--- config.mk ---
export PLATFORM = sky130hd
export DESIGN_NAME = usb_fs_out_ep_buf
export DESIGN_NICKNAME = d
export VERILOG_FILES = /design/src/rtl/usb_fs_out_ep_buf.sv
export SDC_FILE = /design/constraint.sdc
export NUM_CORES = 1
export LEC_CHECK = 0
export ABC_CLOCK_PERIOD_IN_PS = 2100
export BUFFER_PORTS_ARGS = -buffer_cell sky130_fd_sc_hd__buf_2
export CORE_MARGIN = 1.5
export CORE_UTILIZATION = 47
export CTS_BUF_LIST = sky130_fd_sc_hd__clkbuf_2 sky130_fd_sc_hd__clkbuf_4 sky130_fd_sc_hd__clkbuf_8
export CTS_CLUSTER_SIZE = 25
export DETAILED_ROUTE_END_ITERATION = 10
export PLACE_DENSITY = 0.65
export SLEW_MARGIN = 10
export SYNTH_ARGS = -nofsm -noshare
export SYNTH_HDL_FRONTEND = slang
export SYNTH_SLANG_ARGS = --single-unit
--- constraint.sdc ---
create_clock -name clk -period 2.1 [get_ports clk]
set_input_delay 0.105 -clock clk [delete_from_list [all_inputs] [get_ports clk]]
set_output_delay 0.105 -clock clk [all_outputs]
set_load 0.05 [all_outputs]
--- src/rtl/usb_fs_out_ep_buf.sv ---
// Single-packet OUT/SETUP receive buffer for a full-speed USB endpoint.
// Captures data-packet bytes from the receive engine, checks the data toggle
// and the length, and picks the ACK/NAK/STALL handshake. It then replays the
// held packet to the control endpoint through the out_ep_* interface.
// Ports:
//   clk, reset_n          : 48 MHz clock, async active-low reset
//   rx_xfr_start/setup    : OUT/SETUP token decoded for this endpoint
//   rx_pid_data1          : DATA1 (1) / DATA0 (0), valid at rx_pkt_end
//   rx_data_put, rx_data  : one payload byte per put
//   rx_pkt_end/valid      : end of the data packet, CRC and bit-stuffing good
//   tx_hs_ack/nak/stall   : one-cycle handshake requests
//   out_ep_req/grant      : consumer arbitration (grant is combinational)
//   out_ep_data_avail     : unread bytes remain in the held packet
//   out_ep_setup          : held packet came from a SETUP transaction
//   out_ep_data_get/data  : byte pop, data valid the cycle after the get
//   out_ep_stall          : endpoint halted by the consumer
//   out_ep_acked          : pulses with every ACK this block issues
module usb_fs_out_ep_buf #(
  parameter int unsigned MAX_PKT_SIZE = 32
) (
  input  logic       clk,
  input  logic       reset_n,
  input  logic       rx_xfr_start,
  input  logic       rx_xfr_setup,
  input  logic       rx_pid_data1,
  input  logic       rx_data_put,
  input  logic [7:0] rx_data,
  input  logic       rx_pkt_end,
  input  logic       rx_pkt_valid,
  output logic       tx_hs_ack,
  output logic       tx_hs_nak,
  output logic       tx_hs_stall,
  input  logic       out_ep_req,
  output logic       out_ep_grant,
  output logic       out_ep_data_avail,
  output logic       out_ep_setup,
  input  logic       out_ep_data_get,
  output logic [7:0] out_ep_data,
  input  logic       out_ep_stall,
  output logic       out_ep_acked
);

  localparam int unsigned AW = $clog2(MAX_PKT_SIZE);
  localparam int unsigned PW = AW + 1;

  localparam logic [1:0] S_IDLE = 2'd0;
  localparam logic [1:0] S_RECV = 2'd1;
  localparam logic [1:0] S_HOLD = 2'd2;
  localparam logic [1:0] S_DISC = 2'd3;

  logic [1:0]    state_q, state_d;
  logic [PW-1:0] wr_ptr_q, wr_ptr_d;
  logic [PW-1:0] rd_ptr_q, rd_ptr_d;
  logic [PW-1:0] len_q, len_d;
  logic          tog_q, tog_d;             // expected data toggle, 1 = DATA1
  logic          setup_flag_q, setup_flag_d;
  logic          ovf_q, ovf_d;
  logic          disc_stall_q, disc_stall_d; // pending DISCARD result: 1 = STALL
  logic          disc_held_q, disc_held_d;   // DISCARD returns to HOLD
  logic          ack_q, ack_d;
  logic          nak_q, nak_d;
  logic          stall_q, stall_d;
  logic          acked_q, acked_d;
  logic          setup_out_q, setup_out_d;
  logic [7:0]    data_q, data_d;
  logic          mem_we;
  logic          pop;
  logic          held_now;

  logic [7:0]    mem_q [MAX_PKT_SIZE];

  assign tx_hs_ack         = ack_q;
  assign tx_hs_nak         = nak_q;
  assign tx_hs_stall       = stall_q;
  assign out_ep_acked      = acked_q;
  assign out_ep_setup      = setup_out_q;
  assign out_ep_data       = data_q;
  assign out_ep_grant      = out_ep_req && (state_q == S_HOLD);
  assign out_ep_data_avail = (state_q == S_HOLD) && (rd_ptr_q < len_q);
  assign pop               = out_ep_data_get && out_ep_grant && out_ep_data_avail;

  // Next-state and datapath control.
  always_comb begin
    state_d      = state_q;
    wr_ptr_d     = wr_ptr_q;
    rd_ptr_d     = rd_ptr_q;
    len_d        = len_q;
    tog_d        = tog_q;
    setup_flag_d = setup_flag_q;
    ovf_d        = ovf_q;
    disc_stall_d = disc_stall_q;
    disc_held_d  = disc_held_q;
    ack_d        = 1'b0;
    nak_d        = 1'b0;
    stall_d      = 1'b0;
    acked_d      = 1'b0;
    setup_out_d  = setup_out_q;
    data_d       = data_q;
    mem_we       = 1'b0;
    held_now     = (state_q == S_HOLD) || ((state_q == S_DISC) && disc_held_q);

    case (state_q)
      S_RECV: begin
        if (rx_data_put) begin
          if (wr_ptr_q < PW'(MAX_PKT_SIZE)) begin
            mem_we   = 1'b1;
            wr_ptr_d = wr_ptr_q + PW'(1);
          end else begin
            ovf_d = 1'b1;
          end
        end
        if (rx_pkt_end) begin
          if (!rx_pkt_valid || ovf_q) begin
            // Corrupt or oversized: stay silent so the host retries.
            state_d  = S_IDLE;
            wr_ptr_d = '0;
            len_d    = '0;
          end else if (rx_pid_data1 != tog_q) begin
            // Retransmission of a packet already taken: re-ACK, drop data.
            ack_d    = 1'b1;
            acked_d  = 1'b1;
            state_d  = S_IDLE;
            wr_ptr_d = '0;
          end else begin
            ack_d       = 1'b1;
            acked_d     = 1'b1;
            tog_d       = ~tog_q;
            len_d       = wr_ptr_q;
            rd_ptr_d    = '0;
            setup_out_d = setup_flag_q && (wr_ptr_q != '0);
            state_d     = (wr_ptr_q != '0) ? S_HOLD : S_IDLE;
          end
        end
      end
      S_HOLD: begin
        if (pop) begin
          data_d   = mem_q[rd_ptr_q[AW-1:0]];
          rd_ptr_d = rd_ptr_q + PW'(1);
        end else if (rd_ptr_q >= len_q) begin
          // Leave one cycle after the last pop so the final byte stays valid.
          state_d     = S_IDLE;
          setup_out_d = 1'b0;
        end
      end
      S_DISC: begin
        if (rx_pkt_end) begin
          stall_d = disc_stall_q;
          nak_d   = ~disc_stall_q;
          state_d = disc_held_q ? S_HOLD : S_IDLE;
        end
      end
      default: ;
    endcase

    // Token decode overrides the per-state behaviour above.
    if (rx_xfr_start) begin
      if (rx_xfr_setup) begin
        state_d      = S_RECV;
        wr_ptr_d     = '0;
        rd_ptr_d     = '0;
        len_d        = '0;
        tog_d        = 1'b0;
        setup_flag_d = 1'b1;
        ovf_d        = 1'b0;
        setup_out_d  = 1'b0;
      end else if (out_ep_stall) begin
        state_d      = S_DISC;
        disc_stall_d = 1'b1;
        disc_held_d  = held_now;
      end else if (state_q == S_IDLE) begin
        state_d      = S_RECV;
        setup_flag_d = 1'b0;
        wr_ptr_d     = '0;
        ovf_d        = 1'b0;
      end else begin
        state_d      = S_DISC;
        disc_stall_d = 1'b0;
        disc_held_d  = held_now;
      end
    end
  end

  // State and control registers.
  always_ff @(posedge clk or negedge reset_n) begin
    if (!reset_n) begin
      state_q      <= S_IDLE;
      wr_ptr_q     <= '0;
      rd_ptr_q     <= '0;
      len_q        <= '0;
      tog_q        <= 1'b0;
      setup_flag_q <= 1'b0;
      ovf_q        <= 1'b0;
      disc_stall_q <= 1'b0;
      disc_held_q  <= 1'b0;
      ack_q        <= 1'b0;
      nak_q        <= 1'b0;
      stall_q      <= 1'b0;
      acked_q      <= 1'b0;
      setup_out_q  <= 1'b0;
      data_q       <= 8'h00;
    end else begin
      state_q      <= state_d;
      wr_ptr_q     <= wr_ptr_d;
      rd_ptr_q     <= rd_ptr_d;
      len_q        <= len_d;
      tog_q        <= tog_d;
      setup_flag_q <= setup_flag_d;
      ovf_q        <= ovf_d;
      disc_stall_q <= disc_stall_d;
      disc_held_q  <= disc_held_d;
      ack_q        <= ack_d;
      nak_q        <= nak_d;
      stall_q      <= stall_d;
      acked_q      <= acked_d;
      setup_out_q  <= setup_out_d;
      data_q       <= data_d;
    end
  end

  // Packet storage; contents are only meaningful below len.
  always_ff @(posedge clk) begin
    if (mem_we) mem_q[wr_ptr_q[AW-1:0]] <= rx_data;
  end

endmodule

* Word level (Yosys, flattened, before mapping)
Memories as Yosys holds them, arrays and structs flattened. A register that Yosys moved wholly into a read port is not among the register bits.
Index checks and enable logic that the tools add are counted.
** Cells by class
- Add/sub/neg operators :: 2
- Multiply operators :: 0
- Div/mod/pow operators :: 0
- Order comparisons :: 3
- Eq/ne operators :: 10
- Shift operators :: 0
- Multiplexer cells :: 76
- Bitwise gates (word level) :: 3
- Reductions and logical operators :: 18
** Operators with widths (number)
- 2-to-1 mux 6 bit :: 22
- 2-to-1 mux 1 bit :: 39
- 2-to-1 mux 2 bit :: 12
- adder 6 x 1 -> 6 bit (second input constant) :: 2
- case mux 6 bit (2 select lines) :: 1
- inequality test 3 bit (second input constant) :: 3
- greater-or-equal comparator 6 bit :: 1
- logical AND 1 bit :: 6
- less-than comparator 6 bit :: 1
- less-than comparator 6 bit (second input constant) :: 1
- case mux 2 bit (3 select lines) :: 1
- AND reduction 3 bit :: 2
- nonzero test 6 bit :: 1
- AND reduction 5 bit :: 1
- equality test 2 bit (second input constant) :: 2
- inequality test 2 bit (second input constant) :: 2
- nonzero test 4 bit :: 1
- inequality test 3 x 2 -> 1 bit (second input constant) :: 1
- inverter 1 bit :: 3
- equality test 2 x 1 -> 1 bit (second input constant) :: 1
- logical NOT 1 bit :: 2
- logical NOT 2 bit :: 1
- logical OR 1 bit :: 2
- case mux 1 bit (2 select lines) :: 1
- 3 further kinds :: 3
** Storage, ports and cells
- Register bits after elaboration :: 29
- Bits in latches :: 0
- Bits in writable memories :: 256
- Memory bits (read-only) :: 0
- Input bits :: 19
- Output and inout port bits :: 15
- Memories :: 1
** Memory list
- mem_q :: depth 32, bits a word 8, rd ports 1, clocked after memory_dff 1, write ports 1, RTL line 70 : logic [7:0] mem_q [MAX_PKT_SIZE];

* Depth between registers and ports, before layout
- Word-level depth :: 11
- Depth in mapped cells :: 10
- Depth with buffers taken out :: 7

* Worst setup path before layout
No wires, ideal clock.
- Kind :: flip-flop to flip-flop
- Start point :: register state_q[1]
- End point :: memory mem_q[11][0] (enable)
- Setup time :: 370 ps
- Arrival :: 1782 ps
- Data required time :: 1730 ps
- Slack :: -52 ps
- Cell stages (with the launch flop) :: 7
- Period minus slack after synthesis :: 2152 ps
- Cell sequence :: dfrtp_1 inv_1 ha_1 nand2_1 nor2_1 nand2_1 nor2_1
** Between the ends
- Word-level cells in the longest chain between the ends :: 4
** Ends and longest elaborated chain
- start: declaration :: RTL line 51 : logic [1:0] state_q, state_d;
- start signal: assignment :: RTL line 202 : state_q <= state_d;
- equality test 2 x 1 -> 1 bit :: RTL line 102 : case (state_q)
- 2-to-1 mux 1 bit :: RTL line 102
- 2-to-1 mux 1 bit :: RTL line 222 : if (mem_we) mem_q[wr_ptr_q[AW-1:0]] <= rx_data;
- 2-to-1 mux 1 bit (not written as such) :: RTL line 222
- end: declaration :: RTL line 70
No other way between the ends.

* Worst setup path in the final report
- Start point :: register len_q[5]
- End point :: output port out_ep_data_avail
** Between the ends
- Word-level cells in the longest chain between the ends :: 2
** Ends and longest elaborated chain
- start: declaration :: RTL line 54 : logic [PW-1:0] len_q, len_d;
- start signal: assignment :: RTL line 205 : len_q <= len_d;
- less-than comparator 6 bit :: RTL line 79 : assign out_ep_data_avail = (state_q == S_HOLD) && (rd_ptr_q < len_q);
- logical AND 1 bit :: RTL line 79
- end: declaration :: RTL line 35 : output logic out_ep_data_avail,
No other way between the ends.

==> metrics.md <==
| Metric | Value |
|---|---|
| NetSw | `0.00272 W` |
| CTS Buffer Depth | `3` |
| Final critical-path setup slack | `-48.6 ps` |
| Synth Instances | `734` |
| Most common cell after layout, fill and taps aside | `edfxtp_1` |
| Root Buffer | `clkbuf_8` |
| RSZ-0062 raised after global routing | `yes` |
| Setup crit end kind | `output port` |
| Vias | `7219` |
| FP Rows | `58` |
| Layout Area Growth over Synthesis | `20.1%` |
| Syn nets | `768` |
| Total Power | `0.0122 W` |
| Area of the core | `0.0252 mm2` |
| LEAKAGE | `4.97 nW` |
| GR Overflow Total | `0` |
| Hold WS | `37.1 ps` |
| EDFF count, synth | `256` |
| Max Cap Violations | `0` |
| Internal power | `0.00943 W` |
| Post-layout util | `57.4%` |
| Cell taking the most area after synthesis | `edfxtp_1` |
| Comb pwr share | `5.5%` |
| DRT iter0 DRCs | `753` |
| Top cells by area, synth | `edfxtp_1 64%, dfrtp_1 7.7%, mux2i_1 7.1%` |
| CTS tree | `done` |
| Top-area cell type share of the netlist area | `63.9%` |
| Vias/cell | `5.77` |
| Routed Antenna Nets | `0` |
| Status | `finished with violations` |
| Ys flop type | `edfxtp_1` |
| Pin count of the biggest net entering global routing | `38` |
| CTS H-Tree Depth | `2` |
| Initial Util | `47.8%` |
| Synth warn | `0` |
| DR pass1 iterations | `5` |
| Setup CP Type | `reg2out` |
| Met3 routed WL | `1.96 mm` |
| Hold Fails Final Rpt | `0` |
| DIE WIDTH | `163 um` |
| Antenna cells | `0` |
| Seq cells post-synth | `293` |
| Cts bufs inserted | `47` |
| Total track usage | `22.0%` |
| Clock skew | `31.7 ps` |
| Setup WS pre-CTS | `-68.1 ps` |
| Worst EP required | `2000 ps` |
| Fill count | `1914` |
| Syn_area_per_cell | `16.4 um2` |
| Max Clk Rate | `465 MHz` |
| Latest clock arrival within the worst-skew pair | `570 ps` |
| Normalized max-slew margin | `38.7%` |
| Maximum VDD drop | `0.464 mV` |
| Worst-path clk slew | `60 ps` |
| Failing checks | `setup timing` |
| Worst r2r path cells | `9` |
| Die ar. | `0.0266 mm2` |
| Die Ht | `163 um` |
| Hold path depth | `4` |
| Sequential fraction of the synthesis area | `71.6%` |
| Number of nets in the layout | `919` |
| CP Max Fanout | `3` |
| Clock power frac | `41.0%` |
| Worst hold path class | `in2reg` |
| Most frequent cells in the layout | `256 x edfxtp_1, 83 x mux2i_1, 80 x buf_4` |
| First-pass GRT wire length | `42.9 mm` |
| Endpoints failing setup | `3` |
| Ratio of cells with drive above 1 in the final layout | `28.7%` |
| Wire length on met1 | `12.1 mm` |
| Startpoint types | `flop` |
| Worst Tran Pin Value | `920 ps` |
| Initial antenna violation count | `0` |
| Distinct cells, synth | `55` |
| Post-Syn Area | `0.0120 mm2` |
| Routability cong. | `0.847` |
| Met2 WL post-DR | `13.3 mm` |
| Area occupied by registers | `0.00862 mm2` |
| Sequential power share | `53.4%` |
| Fin crit period | `2150 ps` |
| PD cells | `841 mW/mm2` |
| Tcrit/Tclk final | `102%` |
| Wire per inst | `22.5 um` |
| DRC violations left | `0` |
| Fraction of power spent switching nets | `22.4%` |
| Multi-input logic area | `0.00328 mm2` |
| Port-buffer cells | `33` |
| Final WL | `28.1 mm` |
| Detailed Place HPWL | `17.9 mm` |
| Pins Over Slew Limit | `0` |
| IO Pins | `34` |
| Top Metal Used | `met4` |
| Vias in the first global route | `7285` |
| Clk sinks | `293` |
| Synth async-reset ratio | `12.6%` |
| Arr. time, crit path | `2040 ps` |
==> Yosys cell counts, drive strengths merged, types with 5 or more instances <==
cell / count
dfrtp: 37
mux4: 25
nand2: 28
o21ai: 19
ha: 15
o211ai: 8
a21o: 5
clkbuf: 9
o22ai: 19
edfxtp: 256
buf: 24
nand3b: 5
nor3: 9
a21oi: 22
mux2i: 85
a221oi: 8
inv: 16
a22o: 7
nor2: 58
nand3: 18
a22oi: 13
==> critical path, cell delays in order, from the launching register on <==
cell      delay, ps
dfrtp_1         370
inv_1            80
ha_4            280
nand4_1         170
o21bai_4        240
and4_4          180
buf_8           140
==> path summary, 6_finish.rpt <==
path	endpoint	start	slack (ps)
setup / recovery	out_ep_data_avail	len_q[5]	-50
hold / removal	rd_ptr_q[3]	out_ep_data_get	40
setup reg to reg	rd_ptr_q[4]	len_q[3]	-20
hold reg to reg	tx_hs_nak	disc_stall_q	460
max in group asynchronous	rd_ptr_q[1]	reset_n	1210
min in group asynchronous	wr_ptr_q[5]	reset_n	210
==> through the flow <==
step / std cells / cell area (um2) / TNS (ps)
floorplan: 734 / 12000 / -9510
global placement: 1143 / 13100 / -30.7
detailed placement: 1143 / 13100 / -147
CTS: 1244 / 14300 / -68.0
global route: 1251 / 14500 / -422
finish: 1251 / 14500 / -77.4
==> area by class of cell <==
type | instances | area share, %
Multi-Input combinational cell | 391 | 22.7
Tap cell | 330 | 2.86
Sequential cell | 293 | 59.7
Clock buffer | 61 | 5.38
Timing Repair Buffer | 135 | 7.62
Inverter | 17 | 0.442
Clock inverter | 24 | 1.32
==> kinds of logic (layout without fill, tap and decap cells) <==
family / Yosys count / count (layout) / share of synthesized area, %
simple gates: 147 / 147 / 6.13
buf+inv: 50 / 237 / 2.26
fa+ha+maj: 15 / 15 / 1.56
compound gates: 114 / 114 / 6.36
xor+xnor: 5 / 5 / 0.364
flops: 293 / 293 / 71.6
mux: 110 / 110 / 11.7
==> state kept, by name, indices dropped and copies added, names as in the netlist, 2 cells and up <==
| signal | cells |
|---|---|
| wr_ptr_q | 6 |
| len_q | 6 |
| out_ep_data | 8 |
| state_q | 2 |
| mem_q | 256 |
| rd_ptr_q | 6 |
==> metal layers <==
layer  vias up  track usage, %
met2       307            34.9
met5         -               0
met4         0            7.71
met3        76            3.56
met1      3646            30.9
li1       3190               -
==> timing repair <==
| action | 4_1_cts | 5_1_grt |
|---|---|---|
| hold buffers | 10 | 0 |
| hold endpoints to repair | 47 | 0 |
| endpoints found under the setup margin | 11 | 65 |
| gates resized for setup | 18 | 15 |
| setup buffers | 5 | 9 |
| pin swaps | 5 | 8 |
| cloned | 1 | 0 |
==> power groups by stage <==
stage               clock network (W)  logic [W]  registers [W]
global placement                    0   0.000617        0.00660
global route                  0.00531   0.000730        0.00650
finish                        0.00499   0.000671        0.00649
floorplan                           0   0.000270        0.00665
CTS                           0.00507   0.000666        0.00649
detailed placement                  0   0.000642        0.00661
Power figures use the tool's default switching activity.
